## config.mk

```make
export PLATFORM = sky130hd
export DESIGN_NAME = cpu_bus_arb
export DESIGN_NICKNAME = d
export VERILOG_FILES = /design/src/rtl/cpu_bus_arb.sv
export SDC_FILE = /design/constraint.sdc
export NUM_CORES = 1
export LEC_CHECK = 0
export CAP_MARGIN = 0
export CORE_ASPECT_RATIO = 0.8
export CORE_MARGIN = 10
export CORE_UTILIZATION = 38
export CTS_BUF_LIST = sky130_fd_sc_hd__clkbuf_8
export DETAILED_ROUTE_END_ITERATION = 16
export PLACE_DENSITY = 0.95
export SYNTH_ARGS = -nofsm -noshare
export SYNTH_HDL_FRONTEND = slang
export SYNTH_SLANG_ARGS = --single-unit
export TNS_END_PERCENT = 5
```

## constraint.sdc

```tcl
create_clock -name i_clk -period 3 [get_ports i_clk]
set_input_delay 0.9 -clock i_clk [delete_from_list [all_inputs] [get_ports i_clk]]
set_output_delay 0.9 -clock i_clk [all_outputs]
set_load 0.005 [all_outputs]
```

## src/rtl/cpu_bus_arb.sv

```systemverilog
// cpu_bus_arb: sprite-DMA bus arbiter for the CPU-clock system bus. It halts the 6502 through RDY,
// hands the bus to the DMA master and parks it around the handover. Macro CPU_BUS_ARB_ALIGN_EN adds the ALIGN state.
module cpu_bus_arb #(
   parameter logic [15:0] PARK_ADDR = 16'h0000
) (
   input  logic        i_clk,
   input  logic        i_rstn,
   input  logic [15:0] i_cpu_addr,
   input  logic        i_cpu_wn,
   input  logic [7:0]  i_cpu_wdata,
   output logic        o_cpu_rdy,
   output logic [7:0]  o_cpu_rdata,
   input  logic        i_spr_req,
   output logic        o_spr_gnt,
   input  logic [15:0] i_spr_addr,
   input  logic        i_spr_wn,
   input  logic [7:0]  i_spr_wdata,
   output logic [7:0]  o_spr_rdata,
   output logic [15:0] o_bus_addr,
   output logic        o_bus_wn,
   output logic [7:0]  o_bus_wdata,
   input  logic [7:0]  i_bus_rdata,
   output logic [9:0]  o_stall_cnt
);

   localparam logic [9:0] STALL_MAX = 10'h3FF;

   typedef enum logic [2:0] {
      ST_IDLE    = 3'd0,
      ST_WAIT    = 3'd1,
`ifdef CPU_BUS_ARB_ALIGN_EN
      ST_ALIGN   = 3'd2,
`endif
      ST_GRANT   = 3'd3,
      ST_RELEASE = 3'd4
   } state_t;

   state_t      state_r;
   state_t      state_s;
   logic        rdy_r;
   logic        gnt_r;
   logic [9:0]  stall_cnt_r;
   logic [9:0]  stall_out_r;
   logic [9:0]  stall_inc_s;
   logic        dma_start_s;
   logic        dma_done_s;
   logic [15:0] bus_addr_s;
   logic        bus_wn_s;
   logic [7:0]  bus_wdata_s;
`ifdef CPU_BUS_ARB_ALIGN_EN
   logic        parity_r;
`endif

   function automatic logic [9:0] sat_inc(input logic [9:0] value);
      logic [9:0] result;
      if (value == STALL_MAX) begin
         result = value;
      end else begin
         result = value + 10'd1;
      end
      return result;
   endfunction

`ifdef CPU_BUS_ARB_ALIGN_EN
   function automatic logic parity_next(input logic parity);
      return ~parity;
   endfunction
`endif

   // Next-state logic; an abort (request dropped before grant) wins over everything else.
   always_comb begin
      state_s = state_r;
      case (state_r)
         ST_IDLE: begin
            if (i_spr_req) begin
               state_s = ST_WAIT;
            end else begin
               state_s = ST_IDLE;
            end
         end
         ST_WAIT: begin
            if (!i_spr_req) begin
               state_s = ST_RELEASE;
            end else if (!i_cpu_wn) begin
               // The 6502 ignores RDY during writes, so it is not halted yet.
               state_s = ST_WAIT;
            end else begin
`ifdef CPU_BUS_ARB_ALIGN_EN
               if (parity_r) begin
                  state_s = ST_ALIGN;
               end else begin
                  state_s = ST_GRANT;
               end
`else
               state_s = ST_GRANT;
`endif
            end
         end
`ifdef CPU_BUS_ARB_ALIGN_EN
         ST_ALIGN: begin
            if (!i_spr_req) begin
               state_s = ST_RELEASE;
            end else begin
               state_s = ST_GRANT;
            end
         end
`endif
         ST_GRANT: begin
            if (i_spr_req) begin
               state_s = ST_GRANT;
            end else begin
               state_s = ST_RELEASE;
            end
         end
         ST_RELEASE: begin
            state_s = ST_IDLE;
         end
         default: begin
            state_s = ST_IDLE;
         end
      endcase
   end

   // Session boundary strobes and the saturated stall increment.
   always_comb begin
      dma_start_s = (state_r == ST_IDLE) && (state_s == ST_WAIT);
      dma_done_s  = (state_r == ST_RELEASE) && (state_s == ST_IDLE);
      stall_inc_s = sat_inc(stall_cnt_r);
   end

   // Bus owner mux; a halted CPU read must never reach the bus (side-effect registers).
   always_comb begin
      bus_addr_s  = PARK_ADDR;
      bus_wn_s    = 1'b1;
      bus_wdata_s = 8'h00;
      case (state_r)
         ST_IDLE: begin
            bus_addr_s  = i_cpu_addr;
            bus_wn_s    = i_cpu_wn;
            bus_wdata_s = i_cpu_wdata;
         end
         ST_WAIT: begin
            if (!i_cpu_wn) begin
               bus_addr_s  = i_cpu_addr;
               bus_wn_s    = 1'b0;
               bus_wdata_s = i_cpu_wdata;
            end else begin
               bus_addr_s  = PARK_ADDR;
               bus_wn_s    = 1'b1;
               bus_wdata_s = 8'h00;
            end
         end
         ST_GRANT: begin
            bus_addr_s  = i_spr_addr;
            bus_wn_s    = i_spr_wn;
            bus_wdata_s = i_spr_wdata;
         end
         default: begin
            bus_addr_s  = PARK_ADDR;
            bus_wn_s    = 1'b1;
            bus_wdata_s = 8'h00;
         end
      endcase
   end

   // State register with registered RDY and grant derived from the next state.
   always_ff @(posedge i_clk) begin
      if (!i_rstn) begin
         state_r <= ST_IDLE;
         rdy_r   <= 1'b1;
         gnt_r   <= 1'b0;
      end else begin
         state_r <= state_s;
         rdy_r   <= (state_s == ST_IDLE);
         gnt_r   <= (state_s == ST_GRANT);
      end
   end

   // Stall counter; the published value includes the final RELEASE cycle.
   always_ff @(posedge i_clk) begin
      if (!i_rstn) begin
         stall_cnt_r <= 10'd0;
         stall_out_r <= 10'd0;
      end else begin
         if (dma_start_s) begin
            stall_cnt_r <= 10'd0;
         end else if (!rdy_r) begin
            stall_cnt_r <= stall_inc_s;
         end else begin
            stall_cnt_r <= stall_cnt_r;
         end
         if (dma_done_s) begin
            stall_out_r <= stall_inc_s;
         end else begin
            stall_out_r <= stall_out_r;
         end
      end
   end

`ifdef CPU_BUS_ARB_ALIGN_EN
   // Get/put cycle parity; grants are only issued from an even cycle.
   always_ff @(posedge i_clk) begin
      if (!i_rstn) begin
         parity_r <= 1'b0;
      end else begin
         parity_r <= parity_next(parity_r);
      end
   end
`endif

   assign o_cpu_rdy   = rdy_r;
   assign o_spr_gnt   = gnt_r;
   assign o_stall_cnt = stall_out_r;
   assign o_bus_addr  = bus_addr_s;
   assign o_bus_wn    = bus_wn_s;
   assign o_bus_wdata = bus_wdata_s;
   assign o_cpu_rdata = i_bus_rdata;
   assign o_spr_rdata = i_bus_rdata;

endmodule
```

==> metrics.yaml <==
sta:
  unrepaired_setup_endpoints_after_global_routing: "no"
  hold_viol: 0
  maxClockFrequency_mhz: 339
  final_min_period_over_clock_period_pct: 98.2
  timing_worst_slew_pin_value_ps: 515
  fin_crit_ps: 2950
  finalSetupViolations: 0
  timing.max_slew.rel_slack_pct: 65.6
  worst_skew_ps: 8.36
  slew_viol_final: 0
  timing.hold.ws_ps: 522
run_status:
  outcome: "complete, no violations"
global_routing:
  grt.met1_usage_pct: 19.5
  grt_pass1_vias: 1678
  global_route.usage.total_pct: 17.1
  global_route_wire_length_before_repair_mm: 9.76
  grt_overflow: 0
  met3_use_gr_pct: 3.89
  grtUsageMet2_pct: 31.4
  grt_busiest_layer: "met2"
  antenna_found_initial: 0
  grt_start_max_net_pins: 25
synthesis:
  synth_sequential_area_ratio_pct: 32.2
  yosysUniqueCellTypes: 41
  syn_area_per_cell_um2: 8.31
  syn_nets: 249
  number_of_enable_type_register_cells_in_the_synthesized_netlist: 0
  ys_seq_elements: 25
  mappedNetlistArea_mm2: 0.00155
  postSynth.asyncResetShare_pct: 0
  synth_top_flop_cell: "sky130_fd_sc_hd__dfxtp_1"
  synth.yosys.warnings: 0
  netlist_instances: 187
placed_design:
  dp_hpwl_mm: 4.97
  place.gp.congestion: 0.915
  port_buffers: 89
clocking:
  clk_latency_ps: 270
  post_cts_hold_buffer_count: 0
  clk_path_buf_depth: 2
  worst_setup_hold_path_clk_slew_ps: 80
  cts_made_buffers: 3
  count_of_h_tree_levels_built_during_cts: 1
  tritoncts_clock_tree: "built"
  clock-root-buffer: "sky130_fd_sc_hd__clkbuf_8"
  clock_sink_count: 25
floorplan:
  chipWidth_um: 91.5
  placeableCoreArea_mm2: 0.00388
  io_pins: 114
  floorplan.initialDensity_pct: 40.1
  std_cell_rows: 20
  die_y_um: 77.2
  dieArea_mm2: 0.00706
cells_and_area:
  multi_input_comb_area_um2: 858
  num-nets-final: 322
  drive_above_1_share_pct: 8.11
  syn2layout_area_growth_pct: 56.9
  layout.filler_cells: 331
  seq_area_um2: 500
  antennaDiodeCount: 0
flow_run:
  maxCapViolCount: 0
detailed_routing:
  final_antenna_net_count: 0
  firstDrtPassIters: 4
  drcViolationCount: 0
  initialDrtViolationCount: 139
  vias_per_cell: 5.57
  drt-total-wl_mm: 6.33
  detailroute.via_count: 1748
  detail_route.wl_per_cell_um: 20.2
worst_setup_path:
  end_kind: "output pin"
  critical_path_required_ps: 2100
  worst_ep_arrival_time_ps: 2050
  crit_type: "input port to output pin"
  cp_max_fo: 5
  setup.worst_path.start_class: "input port"
pwr:
  cellLeakagePower_nw: 0.962
  p_per_area_mw_per_mm2: 309
  irDropWorstVdd_v: 0.000202
  design_power_total_mw: 0.754
hold_path:
  timing.hold.worst.class: "flip-flop to flip-flop"
[power by group]
group / internal [mW] / switching [mW] / leakage, nW
sequential: 0.339 / 0.0111 / 0.203
combinational: 0.133 / 0.0701 / 0.734
clock: 0.0930 / 0.108 / 0.0255
total: 0.565 / 0.189 / 0.962
[placed cells by master (no fill, tap or decap), types with 2 or more instances in the layout]
cell type                         count
sky130_fd_sc_hd__nand2_1             12
sky130_fd_sc_hd__a211oi_1             4
sky130_fd_sc_hd__xnor2_1              3
sky130_fd_sc_hd__or3_1                2
sky130_fd_sc_hd__nor4_1               3
sky130_fd_sc_hd__o21ai_0              8
sky130_fd_sc_hd__clkdlybuf4s15_1      4
sky130_fd_sc_hd__a31oi_1              4
sky130_fd_sc_hd__and3_1               4
sky130_fd_sc_hd__and4_1               2
sky130_fd_sc_hd__o31ai_1              2
sky130_fd_sc_hd__dfxtp_1             25
sky130_fd_sc_hd__inv_1                3
sky130_fd_sc_hd__nand3_1              6
sky130_fd_sc_hd__a22o_1              24
sky130_fd_sc_hd__nor2_1              14
sky130_fd_sc_hd__mux2i_1              2
sky130_fd_sc_hd__dlygate4sd2_1       19
sky130_fd_sc_hd__a21oi_1              4
sky130_fd_sc_hd__clkbuf_8             3
sky130_fd_sc_hd__a311oi_1             2
sky130_fd_sc_hd__buf_6                5
sky130_fd_sc_hd__o211ai_1             2
sky130_fd_sc_hd__buf_4                5
sky130_fd_sc_hd__clkdlybuf4s50_1     63
sky130_fd_sc_hd__nand4_1              3
sky130_fd_sc_hd__a41oi_1              4
sky130_fd_sc_hd__nor3_1               8
[final timing paths]
check                         startpoint                          end  slack [ps]  depth (start not counted)
max                             i_cpu_wn               o_bus_wdata[5]          50                          6
max reg2reg  stall_cnt_r[0]$_SDFFE_PP0N_  o_stall_cnt[0]$_SDFFE_PN0P_         950                          5
min          o_stall_cnt[0]$_SDFFE_PN0P_  o_stall_cnt[0]$_SDFFE_PN0P_         520                          1
min reg2reg  o_stall_cnt[0]$_SDFFE_PN0P_  o_stall_cnt[0]$_SDFFE_PN0P_         520                          1
[kinds of logic after synthesis]
family	Yosys count	synth area share, %
AO/OA/AOI/OAI	62	30.8
adder cells (fa/ha/maj)	1	0.805
multiplexers	2	1.29
XOR/XNOR	3	1.69
buffers and inverters	34	13.4
AND/OR/NAND/NOR	60	19.8
flip-flops	25	32.2
[through the flow]
| stage | cells | TNS (ps) | area, um^2 | utilization [%] | worst slack, ps |
|---|---|---|---|---|---|
| final | 314 | 0 | 2440 | 62.9 | 53.3 |
| after global routing | 314 | 0 | 2440 | 62.9 | 11.0 |
| after CTS | 314 | 0 | 2440 | 62.8 | 8.80 |
| after detailed placement | 306 | -8930 | 2370 | 61.0 | -422 |
| after global placement | 306 | -8090 | 2370 | 61.0 | -372 |
| after floorplan | 187 | 0 | 1550 | - | 370 |
[cell usage after synthesis (3+ instances only)]
cell / count / share of area [%]
sky130_fd_sc_hd__buf_2: 7 / 2.3
sky130_fd_sc_hd__xnor2_1: 3 / 1.7
sky130_fd_sc_hd__buf_4: 16 / 7.7
sky130_fd_sc_hd__nor2_1: 14 / 3.4
sky130_fd_sc_hd__a41oi_1: 4 / 2.3
sky130_fd_sc_hd__dfxtp_1: 25 / 32
sky130_fd_sc_hd__o21ai_0: 8 / 2.6
sky130_fd_sc_hd__a21oi_1: 4 / 1.3
sky130_fd_sc_hd__nand2_1: 12 / 2.9
sky130_fd_sc_hd__clkbuf_1: 4 / 0.97
sky130_fd_sc_hd__a211oi_1: 5 / 2.4
sky130_fd_sc_hd__nor4_1: 3 / 1.2
sky130_fd_sc_hd__nand3_1: 6 / 1.9
sky130_fd_sc_hd__a22o_1: 24 / 14
sky130_fd_sc_hd__nand4_1: 3 / 1.2
sky130_fd_sc_hd__a31oi_1: 4 / 1.6
sky130_fd_sc_hd__clkbuf_2: 3 / 0.97
sky130_fd_sc_hd__nor3_1: 8 / 2.6
sky130_fd_sc_hd__and3_1: 4 / 1.6
sky130_fd_sc_hd__inv_1: 3 / 0.72
[final cells by class]
class	instances	share of cell area [%]
repair buffers	99	39.1
multi-input cells	128	35.2
flip-flops and latches	25	20.5
well taps	55	2.82
clock buffers	3	1.69
inverters	3	0.462
clock inverters	1	0.205
[sequential cells by signal, indices dropped and copies added, names as in the netlist]
name	count
o_stall_cnt	10
state_r	3
o_spr_gnt	1
stall_cnt_r	10
o_cpu_rdy	1
[repair_timing]
action / CTS / global route
pin swaps: 1 / 1
gates cloned: 2 / 0
endpoints found under the setup margin: 25 / 23
resized for setup: 38 / 6
buffers inserted: 2 / 0
hold endpoints to repair: 0 / 0
[routing by layer]
metal	vias up	wire, um
li1	839	-
met1	834	2440
met2	69	3470
met3	6	351
met4	0	68
met5	-	0
[worst max-delay path: stages]
cell,delay [ps]
sky130_fd_sc_hd__dlygate4sd2_1,270
sky130_fd_sc_hd__a211oi_4,210
sky130_fd_sc_hd__buf_6,160
sky130_fd_sc_hd__buf_6,120
sky130_fd_sc_hd__a22o_1,140
sky130_fd_sc_hd__dlygate4sd2_1,240
No activity file was read; power rests on OpenSTA's default activity.
